## src/rtl/key_cmd_pkg.sv

```systemverilog
// Shared definitions for the pushbutton command controller: FSM state
// encoding, key roles and default timing parameters.
package key_cmd_pkg;

    typedef enum logic [1:0] {
        RESETTING = 2'd0,
        IDLE      = 2'd1,
        RUN       = 2'd2,
        HALT      = 2'd3
    } state_t;

    localparam int KEY_RST  = 3;
    localparam int KEY_RUN  = 2;
    localparam int KEY_STEP = 1;
    localparam int KEY_AUX  = 0;

    localparam int DB_CYCLES_DEF = 4;
    localparam int RST_HOLD_DEF  = 4;

endpackage

```

## src/rtl/key_debounce.sv

```systemverilog
// One pushbutton: 2-flop synchronizer, counter debouncer and a single-cycle
// pulse on each debounced press (1->0); releases are silent.
module key_debounce
    import key_cmd_pkg::*;
#(
    parameter int DB_CYCLES = DB_CYCLES_DEF
) (
    input  logic CLOCK_50,
    input  logic reset_n,
    input  logic key_raw,
    output logic press
);

    localparam int             CW      = $clog2(DB_CYCLES + 1);
    localparam logic [CW-1:0]  CNT_MAX = CW'(DB_CYCLES - 1);

    logic          key_p0;
    logic          key_p1;
    logic          level;
    logic [CW-1:0] cnt;

    always_ff @(posedge CLOCK_50 or negedge reset_n) begin
        if (!reset_n) begin
            key_p0 <= 1'b1;
            key_p1 <= 1'b1;
            level  <= 1'b1;
            cnt    <= '0;
            press  <= 1'b0;
        end else begin
            key_p0 <= key_raw;
            key_p1 <= key_p0;
            press  <= 1'b0;
            // Any return to the accepted level restarts the stability count
            if (key_p1 == level) begin
                cnt <= '0;
            end else if (cnt == CNT_MAX) begin
                level <= key_p1;
                cnt   <= '0;
                press <= ~key_p1;
            end else begin
                cnt <= cnt + 1'b1;
            end
        end
    end

endmodule

```

## src/rtl/key_cmd_ctrl.sv

```systemverilog
// Pushbutton command controller: debounced keys drive CPU reset/run/halt/step.
// Define KEY_CMD_AUTOSTOP_EN to let halt_req stop a running processor.
module key_cmd_ctrl
    import key_cmd_pkg::*;
#(
    parameter int DB_CYCLES = DB_CYCLES_DEF,
    parameter int RST_HOLD  = RST_HOLD_DEF
) (
    input  logic       CLOCK_50,
    input  logic       reset_n,
    input  logic [3:0] KEY,
    input  logic       halt_req,
    output logic       cpu_reset_n,
    output logic       run,
    output logic       step_pulse,
    output logic [3:0] key_press,
    output logic [1:0] state
);

    localparam int            HW       = $clog2(RST_HOLD + 1);
    localparam logic [HW-1:0] HOLD_MAX = HW'(RST_HOLD - 1);

    state_t        cur_state;
    state_t        next_state;
    logic [HW-1:0] hold_cnt;
    logic          hold_clr;
    logic          step_next;

    for (genvar i = 0; i < 4; i++) begin : g_key
        key_debounce #(
            .DB_CYCLES (DB_CYCLES)
        ) u_key_debounce (
            .CLOCK_50 (CLOCK_50),
            .reset_n  (reset_n),
            .key_raw  (KEY[i]),
            .press    (key_press[i])
        );
    end

`ifdef KEY_CMD_AUTOSTOP_EN
    logic stop_req;
    assign stop_req = key_press[KEY_RUN] | halt_req;
`else
    logic stop_req;
    logic unused_halt_req;
    assign stop_req        = key_press[KEY_RUN];
    assign unused_halt_req = halt_req;
`endif

    always_comb begin
        next_state = cur_state;
        hold_clr   = 1'b0;
        step_next  = 1'b0;
        if (key_press[KEY_RST]) begin
            next_state = RESETTING;
            hold_clr   = 1'b1;
        end else begin
            unique case (cur_state)
                RESETTING: if (hold_cnt == HOLD_MAX) next_state = IDLE;
                IDLE, HALT: begin
                    // A step only fires when the state stays put, so it never overlaps run
                    if (key_press[KEY_RUN]) next_state = RUN;
                    else if (key_press[KEY_STEP]) step_next = 1'b1;
                end
                RUN: if (stop_req) next_state = HALT;
                default: next_state = RESETTING;
            endcase
        end
    end

    always_ff @(posedge CLOCK_50 or negedge reset_n) begin
        if (!reset_n) begin
            cur_state  <= RESETTING;
            hold_cnt   <= '0;
            step_pulse <= 1'b0;
        end else begin
            cur_state  <= next_state;
            step_pulse <= step_next;
            if (hold_clr || next_state != RESETTING) hold_cnt <= '0;
            else hold_cnt <= hold_cnt + 1'b1;
        end
    end

    assign cpu_reset_n = (cur_state != RESETTING);
    assign run         = (cur_state == RUN);
    assign state       = cur_state;

endmodule
```

## config.mk

```make
export PLATFORM = sky130hd
export DESIGN_NAME = key_cmd_ctrl
export DESIGN_NICKNAME = d
export VERILOG_FILES = /design/src/rtl/key_cmd_pkg.sv /design/src/rtl/key_debounce.sv /design/src/rtl/key_cmd_ctrl.sv
export SDC_FILE = /design/constraint.sdc
export NUM_CORES = 1
export LEC_CHECK = 0
export CORE_MARGIN = 3
export CORE_UTILIZATION = 57
export DETAILED_ROUTE_END_ITERATION = 10
export GPL_ROUTABILITY_DRIVEN = 0
export PLACE_DENSITY_LB_ADDON = 0.3
export SKIP_LAST_GASP = 1
export SLEW_MARGIN = 30
export SYNTH_ARGS = -nofsm -noshare
export SYNTH_HDL_FRONTEND = slang
export SYNTH_HIERARCHICAL = 1
export SYNTH_SLANG_ARGS = --single-unit
```

## constraint.sdc

```tcl
create_clock -name CLOCK_50 -period 2.8 [get_ports CLOCK_50]
set_input_delay 0.56 -clock CLOCK_50 [delete_from_list [all_inputs] [get_ports CLOCK_50]]
set_output_delay 0.56 -clock CLOCK_50 [all_outputs]
set_load 0.03 [all_outputs]
```

==> reports/qor.yml, run 1 <==
outcome:
  status: "complete, no violations"
floorplan:
  core_mm2: 0.00208
  dieArea_mm2: 0.00297
  fp.dieW_um: 54.5
  start_util: 0.644
  die_y_um: 54.5
  row_count: 16
  io_pins: 16
clock_network:
  clk_latency_ns: 0.33
  cts_buffers: 5
  postCtsHoldBufs: 0
  cts_tree: "done"
  cts_resized: 0
  clkSinkCount: 34
  clockBufferDepth: 2
  cts_root_buffer: "clkbuf_4"
  clk_pin_slew_ns: 0.10
  cts-htree-levels: 2
  cts_setup_buffers: 0
worst_setup_path:
  rrSetupSlack_ns: 1.26
  reg2reg_from: "hold_cnt[0]$_DFF_PN0_"
  crit_path_max_fanout: 8
  cp-start-kind: "flip-flop"
  arrival_ns: 1.69
  r2r_cells: 4
  r2r_end: "hold_cnt[0]$_DFF_PN0_"
  setup.worst_path.end_class: "output port"
  required_ns: 2.24
  critPathKind: "flip-flop to output port"
final_layout:
  n_antenna_cell: 0
  area_delta_synth_final_pct: 16.9
  nFillCells: 132
  drive_above_1_share: 0.368
  multi_input_comb_area_um2: 453
  fin_nets: 118
  fin_cells: 133
  area.sequential_um2: 866
route:
  finalWirelength_um: 1760
  num_vias: 684
  wire_per_inst_um: 13.2
  drc: 0
  drtAntennaViolNets: 0
  first_pass_iters: 4
  via_per_inst: 5.14
  drt-initial-drc-count: 10
hold_path:
  min_path_type: "flip-flop to flip-flop"
  whs_path_depth: 0
  hp-start: "g_key[0].u_key_debounce/key_p0$_DFF_PN1_"
  hold_end: "g_key[0].u_key_debounce/key_p1$_DFF_PN1_"
power_and_ir_drop:
  p_switching_mw: 0.429
  p_leak_nw: 0.706
  pwr-share-seq: 0.509
  p_clk_frac: 0.200
  total_power_mw: 1.39
  combinationalPowerShare: 0.291
  p_int_mw: 0.956
  swShare: 0.310
  ir_drop_uv: 650
  powerDensity_mw_per_mm2: 884
place:
  dp_slack_ns: 0.917
  dp_hpwl_um: 1290
  io_buffers: 14
  dp.cells: 125
sta:
  finalWorstSetupSlack_ns: 0.550
  slew_viol_final: 0
  rsz0062_at_grt: "no"
  hold_viol: 0
  setup_tns_ns: 0
  relSlewSlack: 0.738
  setup_viol: 0
  min_period_over_period: 0.804
  tightest_slew_ns: 0.390
  max_freq_mhz: 444
  finalCriticalPeriod_ns: 2.25
  skew_ns: 0.00865
logic_synthesis:
  synth.avg_cell_area_um2: 15.8
  yosys_warnings: 6
  ys_seq_area_frac: 0.646
  syn_inst: 85
  synth_top_area_cell: "dfrtp_1"
  synth_nets: 98
  synth.distinct_cells: 20
  synthTopCellsByArea: "dfrtp_1 (41%), dfstp_2 (24%), nor3b_2 (7.5%), ha_1 (5.6%), nor2b_4 (4.1%)"
  synth.ff_latch_count: 34
  netlist.area_leader.share: 0.410
  syn_area_mm2: 0.00134
global_route:
  grt_pass1_wl_um: 3050
  track_usage: 0.156
  grt_overflow: 0
  grt_pass1_vias: 718
  grt_max_degree: 35
  grt_antenna_before_repair: 0
run:
  drv_cap: 0
==> cells in the final DEF (no fill, tap or decap) <==
master           netlist  routed
clkbuf_1               0       1
or4_4                  1       1
clkbuf_8               0       1
a221oi_1               1       1
nor2_1                 5       5
clkbuf_4               0       5
nor2b_4                4       4
and4bb_2               1       1
nor2b_1                1       1
dfstp_2               12      12
o21bai_1               1       1
nor3_1                 4       4
clkdlybuf4s50_1        0      14
and3b_2                4       4
clkinv_2               0       1
nor3b_2                8       8
dfrtp_1               22      22
ha_1                   6       6
buf_4                  2       1
inv_1                  2       2
nand2b_1               1       1
or2_2                  1       1
a21oi_1                1       1
xnor2_1                4       4
mux2_1                 4       4
==> per-layer routing <==
metal / global-route usage / vias up / part of all wire
met5: 0 / - / 0
met4: 0.0871 / 0 / 0.034
met3: 0.0845 / 8 / 0.065
met2: 0.251 / 19 / 0.47
met1: 0.162 / 329 / 0.43
li1: - / 328 / -
==> cell type report <==
type | count | area share
clock inverter | 1 | 0.00319
timing repair buffer | 15 | 0.0942
multi-input combinational | 47 | 0.289
clock buffer | 7 | 0.0351
tap | 27 | 0.0215
sequential | 34 | 0.552
inverter | 2 | 0.00479
==> power groups by stage <==
stage | sequential [mW] | clock (mW) | combinational, mW
2_1_floorplan | 0.724 | 0 | 0.270
3_3_place_gp | 0.702 | 0 | 0.387
3_5_place_dp | 0.716 | 0 | 0.412
4_1_cts | 0.707 | 0.287 | 0.414
5_1_grt | 0.719 | 0.314 | 0.452
6_report | 0.706 | 0.276 | 0.403
==> through the flow <==
stage / utilization / hold WS (ns) / area (um^2)
after floorplan: - / 0.264 / 1340
after global placement: 0.724 / 0.346 / 1510
after detailed placement: 0.724 / 0.347 / 1510
after CTS: 0.753 / 0.354 / 1570
after global routing: 0.753 / 0.365 / 1570
final: 0.753 / 0.354 / 1570
==> sequential cells by signal, summed over array words and instances, names as in the netlist <==
register                     count
g_key.u_key_debounce/press       4
g_key.u_key_debounce/key_p1      4
g_key.u_key_debounce/key_p0      4
g_key.u_key_debounce/cnt        12
step_pulse                       1
state                            2
g_key.u_key_debounce/level       4
hold_cnt                         3
==> worst max-delay path, cell delays in order (launching register included) <==
cell and delay (ns):
dfrtp_1 0.46, or2_2 0.31, clkdlybuf4s50_1 0.59
==> worst max-delay path by stage <==
stage                                  start           to  slack [ns]  depth (start not counted)
final                     state[0]$_DFF_PN0_  cpu_reset_n        0.55                          2
after global routing      state[0]$_DFF_PN0_  cpu_reset_n        0.48                          2
after CTS                 state[0]$_DFF_PN0_  cpu_reset_n        0.53                          2
after detailed placement  state[0]$_DFF_PN0_  cpu_reset_n        0.92                          2
after global placement    state[0]$_DFF_PN0_  cpu_reset_n        0.93                          2
after floorplan           state[1]$_DFF_PN0_          run        1.17                          1
==> cell families after synthesis <==
kind of cell | count (synthesis) | share of synthesized area
fa+ha+maj | 6 | 0.0560
flops | 34 | 0.646
buf+inv | 4 | 0.0168
simple gates | 30 | 0.206
compound gates | 3 | 0.0159
mux | 4 | 0.0336
xor+xnor | 4 | 0.0261
==> Yosys cell counts (all sizes together) <==
cell     n
or2      1
o21bai   1
ha       6
nor2     5
nor3     4
mux2     4
and3b    4
or4      1
nor2b    5
a221oi   1
nand2b   1
a21oi    1
and4bb   1
buf      2
dfstp   12
xnor2    4
nor3b    8
dfrtp   22
inv      2
(Power assumes the default switching activity.)
==> run 2: changes to the inputs <==
--- a/config.mk
+++ b/config.mk
@@ -6,7 +6,7 @@
 export NUM_CORES = 1
 export LEC_CHECK = 0
 export CORE_MARGIN = 3
-export CORE_UTILIZATION = 57
+export CORE_UTILIZATION = 53
 export DETAILED_ROUTE_END_ITERATION = 10
 export GPL_ROUTABILITY_DRIVEN = 0
 export PLACE_DENSITY_LB_ADDON = 0.3
==> constraint.sdc (replaced) <==
create_clock -name CLOCK_50 -period 2.1 [get_ports CLOCK_50]
set_input_delay 0.42 -clock CLOCK_50 [delete_from_list [all_inputs] [get_ports CLOCK_50]]
set_output_delay 0.42 -clock CLOCK_50 [all_outputs]
set_load 0.03 [all_outputs]
==> run 2 against run 1 <==
Worst setup slack got worse by 0.37 ns. Global-route usage fell by 0.99 points. Register-to-register slack got worse by 0.70 ns. Cell count rose by 0.75%. Clock skew rose by 0.00059 ns. Clock power up 32%. Critical path depth is 1 lower. Flip-flop and latch count stayed put.
==> reports/qor.yml, run 2 (same netlist as run 1, synthesis figures left out) <==
outcome:
  status: "complete, no violations"
sta:
  slew_viol_final: 0  # unchanged
  min_period_over_period: 0.914
  max_freq_mhz: 521
  setup_viol: 0  # unchanged
  skew_ns: 0.00925  # +0.000594 ns
  relSlewSlack: 0.729  # -0.00899
  tightest_slew_ns: 0.406  # +0.0163 ns
  finalCriticalPeriod_ns: 1.92
  setup_tns_ns: 0  # unchanged
  hold_viol: 0  # unchanged
  rsz0062_at_grt: "no"
clock_network:
  clk_latency_ns: 0.33  # about the same
  cts_root_buffer: "clkbuf_4"
  cts-htree-levels: 2  # unchanged
  cts_tree: "done"
  clkSinkCount: 34  # unchanged
  clockBufferDepth: 2  # unchanged
  clk_pin_slew_ns: 0.09  # about the same
  cts_buffers: 5  # unchanged
worst_setup_path:
  cpPeakStageDelay_ns: 0.72  # +0.13 ns
  path_depth: 1  # -1
  rrSetupSlack_ns: 0.56  # -0.70 ns
  reg2reg_from: "hold_cnt[0]$_DFF_PN0_"
  r2r_end: "hold_cnt[0]$_DFF_PN0_"
  cp_cell_sequence: "clkdlybuf4s50_1"
  endpoint: "state[0]"
  critPathKind: "flip-flop to output port"
  crit_family: "buffers and inverters"
  r2r_cells: 4  # unchanged
  cp-start-kind: "flip-flop"
  crit_buf_inv: 1  # unchanged
  required_ns: 1.68  # -0.56 ns
  crit_path_top_delay_cell: "clkdlybuf4s50_1"
  arrival_ns: 1.50  # -0.19 ns
  crit_path_max_fanout: 8  # unchanged
  crit_start: "state[0]$_DFF_PN0_"
  setup.worst_path.end_class: "output port"
final_layout:
  layout_common_cells: "dfrtp_1 (22), dfstp_2 (12), clkdlybuf4s50_1 (12), nor3b_2 (8), ha_1 (6)"
  fin_cells: 134  # +0.75%
  n_antenna_cell: 0  # unchanged
  area_delta_synth_final_pct: 17.1
  fin_nets: 118  # unchanged
  fin_util: 0.684  # -0.0695
  drive_above_1_share: 0.368  # unchanged
  largest_register: "g_key.u_key_debounce/cnt"
  largest_reg_flops: 12  # unchanged
  final_common_cell: "dfrtp_1"
power_and_ir_drop:
  p_clk_frac: 0.197  # -0.003
  ir_drop_uv: 797  # +23%
  pwr-share-seq: 0.510  # about the same
  p_int_mw: 1.27  # +33%
  p_switching_mw: 0.572  # +33%
  powerDensity_mw_per_mm2: 1170  # +33%
  p_leak_nw: 0.723  # +2.4%
  combinationalPowerShare: 0.293  # +0.002
  total_power_mw: 1.84  # +33%
  swShare: 0.311  # +0.000632
floorplan:
  row_count: 17  # +1
  io_pins: 16  # unchanged
  fp.dieW_um: 56.3  # +3.3%
  dieArea_mm2: 0.00317  # +6.7%
  core_mm2: 0.00230  # +10%
  start_util: 0.584  # -0.0604
  die_y_um: 56.3  # +3.3%
place:
  io_buffers: 14  # unchanged
  dp_hpwl_um: 1340  # +3.4%
  dp.cells: 126  # +0.80%
route:
  finalWirelength_um: 1830  # +3.9%
  drt-initial-drc-count: 8  # -2
  drtAntennaViolNets: 0  # unchanged
  via_per_inst: 5.17  # +0.56%
  wire_per_inst_um: 13.7  # +3.1%
  first_pass_iters: 2  # -2
  num_vias: 693  # +1.3%
  drc: 0  # unchanged
hold_path:
  whs_path_depth: 0  # unchanged
  hp-start: "g_key[0].u_key_debounce/key_p0$_DFF_PN1_"
  min_path_type: "flip-flop to flip-flop"
run:
  drv_cap: 0  # unchanged
global_route:
  grt_antenna_before_repair: 0  # unchanged
  grt_pass1_vias: 735  # +2.4%
  grt_max_degree: 35  # unchanged
  grt_overflow: 0  # unchanged
  track_usage: 0.146  # -0.00994
  grt_pass1_wl_um: 3370  # +11%
==> run 2: stage by stage <==
stage / hold slack, ns / setup WS (ns) / cell area (um^2)
2_1_floorplan: 0.124 / 0.612 / 1340
5_1_grt: 0.366 / 0.121 / 1570
4_1_cts: 0.361 / 0.0512 / 1570
3_3_place_gp: 0.345 / 0.364 / 1510
6_report: 0.361 / 0.180 / 1570
3_5_place_dp: 0.347 / 0.347 / 1510
==> run 2: worst min path at each step <==
stage                                               end  slack [ns]
2_1_floorplan  g_key[0].u_key_debounce/cnt[0]$_DFF_PN0_        0.12
4_1_cts        g_key[0].u_key_debounce/key_p1$_DFF_PN1_        0.36
6_report       g_key[0].u_key_debounce/key_p1$_DFF_PN1_        0.36
3_5_place_dp   g_key[0].u_key_debounce/key_p1$_DFF_PN1_        0.35
3_3_place_gp   g_key[2].u_key_debounce/key_p1$_DFF_PN1_        0.35
5_1_grt        g_key[0].u_key_debounce/key_p1$_DFF_PN1_        0.37
==> run 2: what timing repair did <==
item / CTS / global route
pin swaps: 0 / 0
hold buffers: 0 / 0
resized for setup: 1 / 1
cloned: 0 / 0
setup endpoints to repair: 1 / 1
setup buffers: 0 / 0
==> run 2: area by class of cell <==
class,count,area (um^2)
clock buffers,7,55.1
clock inverters,1,5.00
fillers,187,727
inverters,2,7.51
multi-input cells,47,453
flip-flops and latches,34,866
well taps,28,35.0
repair buffers,15,149
==> run 2: power groups by stage <==
| stage | sequential [mW] | clock, mW | combinational (mW) |
|---|---|---|---|
| after detailed placement | 0.955 | 0 | 0.561 |
| after global routing | 0.960 | 0.417 | 0.598 |
| after global placement | 0.936 | 0 | 0.516 |
| after CTS | 0.941 | 0.381 | 0.556 |
| final | 0.939 | 0.363 | 0.539 |
| after floorplan | 0.965 | 0 | 0.360 |
==> run 2: routing by layer <==
layer,vias up,share of wire,GRT usage
li1,327,-,-
met1,341,0.43,0.166
met5,-,0,0
met3,6,0.066,0.0713
met4,0,0.027,0.0814
met2,19,0.47,0.225
==> run 3: changes to the inputs <==
--- a/config.mk
+++ b/config.mk
@@ -5,11 +5,13 @@
 export SDC_FILE = /design/constraint.sdc
 export NUM_CORES = 1
 export LEC_CHECK = 0
+export CAP_MARGIN = 40
 export CORE_MARGIN = 3
 export CORE_UTILIZATION = 53
 export DETAILED_ROUTE_END_ITERATION = 10
 export GPL_ROUTABILITY_DRIVEN = 0
 export PLACE_DENSITY_LB_ADDON = 0.3
+export SKIP_CTS_REPAIR_TIMING = 1
 export SKIP_LAST_GASP = 1
 export SLEW_MARGIN = 30
 export SYNTH_ARGS = -nofsm -noshare
==> run 3 against run 2 <==
Global-route usage did not move. Critical path depth did not move. Via count did not move. Maximum frequency barely moved. Cell count did not move. Worst setup slack barely moved. First-iteration DRC count did not move. Sequential share of layout area fell by 0.13 points. Non-clock buffer count did not move. Clock power barely moved. Cell area rose by 0.24%. Count of clock-buffer cells in the layout did not move. Critical endpoint unchanged. Largest power group unchanged. Highest routed layer unchanged.
==> reports/qor.yml, run 3 (same netlist as run 1, synthesis figures left out) <==
hold_path:
  hp-start: "g_key[0].u_key_debounce/key_p0$_DFF_PN1_"
  whs_path_depth: 0  # unchanged
  hold_end: "g_key[0].u_key_debounce/key_p1$_DFF_PN1_"
  min_path_type: "flip-flop to flip-flop"
route:
  via_per_inst: 5.17  # unchanged
  met1_length_um: 800  # +1.0%
  wire_per_inst_um: 13.7  # about the same
  wl_met3_um: 114  # -5.0%
  first_pass_iters: 2  # unchanged
  finalWirelength_um: 1830  # about the same
  highest_layer: "met4"
  drtAntennaViolNets: 0  # unchanged
  drc: 0  # unchanged
  met2WireLength_um: 868  # unchanged
  num_vias: 693  # unchanged
  drt-initial-drc-count: 8  # unchanged
final_layout:
  largest_register: "g_key.u_key_debounce/cnt"
  fin_area_mm2: 0.00157  # +0.24%
  area_delta_synth_final_pct: 17.4
  multi_input_comb_area_um2: 453  # unchanged
  drive_above_1_share: 0.368  # unchanged
  layout_common_cells: "dfrtp_1 (22), dfstp_2 (12), clkdlybuf4s50_1 (12), nor3b_2 (8), ha_1 (6)"
  n_antenna_cell: 0  # unchanged
  fin_nets: 118  # unchanged
  final_common_cell: "dfrtp_1"
  nFillCells: 185  # -1.1%
  fin_util: 0.685  # +0.00163
  largest_reg_flops: 12  # unchanged
  area.sequential_um2: 866  # unchanged
worst_setup_path:
  cpPeakStageDelay_ns: 0.72  # about the same
  crit_family: "buffers and inverters"
  reg2reg_from: "hold_cnt[0]$_DFF_PN0_"
  r2r_cells: 4  # unchanged
  crit_path_max_fanout: 8  # unchanged
  arrival_ns: 1.50  # about the same
  cp_cell_sequence: "clkdlybuf4s50_1"
  r2r_end: "hold_cnt[0]$_DFF_PN0_"
  crit_buf_inv: 1  # unchanged
  rrSetupSlack_ns: 0.56  # about the same
  cp-start-kind: "flip-flop"
  required_ns: 1.68  # about the same
  critPathKind: "flip-flop to output port"
  setup.worst_path.end_class: "output port"
  crit_path_top_delay_cell: "clkdlybuf4s50_1"
global_route:
  grt_pass1_vias: 735  # unchanged
  grt_max_degree: 35  # unchanged
  grt_pass1_wl_um: 3370  # unchanged
  track_usage: 0.146  # unchanged
  grt_antenna_before_repair: 0  # unchanged
  grt_overflow: 0  # unchanged
sta:
  finalWorstSetupSlack_ns: 0.180  # -0.0000380 ns
  setup_viol: 0  # unchanged
  skew_ns: 0.00925  # unchanged
  min_period_over_period: 0.914  # about the same
  setup_tns_ns: 0  # unchanged
  relSlewSlack: 0.729  # unchanged
  hold_viol: 0  # unchanged
  finalCriticalPeriod_ns: 1.92  # +0.0000380 ns
  rsz0062_at_grt: "no"
  tightest_slew_ns: 0.406  # unchanged
  max_freq_mhz: 521  # about the same
  slew_viol_final: 0  # unchanged
clock_network:
  cts_buffers: 5  # unchanged
  clk_latency_ns: 0.33  # about the same
  cts-htree-levels: 2  # unchanged
  clockBufferDepth: 2  # unchanged
  cts_root_buffer: "clkbuf_4"
  clk_pin_slew_ns: 0.09  # about the same
  cts_tree: "done"
  clkSinkCount: 34  # unchanged
power_and_ir_drop:
  powerDensity_mw_per_mm2: 1170  # about the same
  total_power_mw: 1.85  # +0.29%
  p_leak_nw: 0.728  # +0.72%
  ir_drop_uv: 798  # about the same
place:
  dp_hpwl_um: 1340  # unchanged
  io_buffers: 14  # unchanged
  placed_area_mm2: 0.00151  # unchanged
  dp_slack_ns: 0.347  # unchanged
floorplan:
  core_mm2: 0.00230  # unchanged
  row_count: 17  # unchanged
  io_pins: 16  # unchanged
  start_util: 0.584  # unchanged
  die_y_um: 56.3  # unchanged
  fp.dieW_um: 56.3  # unchanged
  dieArea_mm2: 0.00317  # unchanged
run:
  drv_cap: 0  # unchanged
outcome:
  status: "complete, no violations"
## run 3: final cells by class
type / count / area share
well taps: 28 / 0.0223
repair buffers: 15 / 0.0970
multi-input cells: 47 / 0.288
inverters: 2 / 0.00477
clock buffers: 7 / 0.0350
flip-flops and latches: 34 / 0.550
clock inverters: 1 / 0.00318
## run 3: per-layer routing
layer | GRT usage | vias to the layer above
met5 | 0 | -
met4 | 0.0814 | 0
met3 | 0.0713 | 6
met2 | 0.225 | 19
met1 | 0.166 | 341
li1 | - | 327
## run 3: worst max-delay path by stage
| stage | startpoint | to | slack [ns] | cells past startpoint |
|---|---|---|---|---|
| after floorplan | state[1]$_DFF_PN0_ | run | 0.61 | 1 |
| after global placement | state[0]$_DFF_PN0_ | cpu_reset_n | 0.36 | 2 |
| after detailed placement | state[0]$_DFF_PN0_ | cpu_reset_n | 0.35 | 2 |
| after CTS | state[0]$_DFF_PN0_ | cpu_reset_n | -0.03 | 2 |
| after global routing | state[0]$_DFF_PN0_ | state[0] | 0.12 | 1 |
| final | state[0]$_DFF_PN0_ | state[0] | 0.18 | 1 |
## run 3: per-stage QoR
step | std cells | hold WS (ns)
after floorplan | 85 | 0.124
after global placement | 126 | 0.345
after detailed placement | 126 | 0.347
after CTS | 134 | 0.361
after global routing | 134 | 0.366
final | 134 | 0.361
## run 3: power by group
group	internal, mW	switching (mW)
sequential	0.836	0.103
combinational	0.276	0.268
clock	0.162	0.201
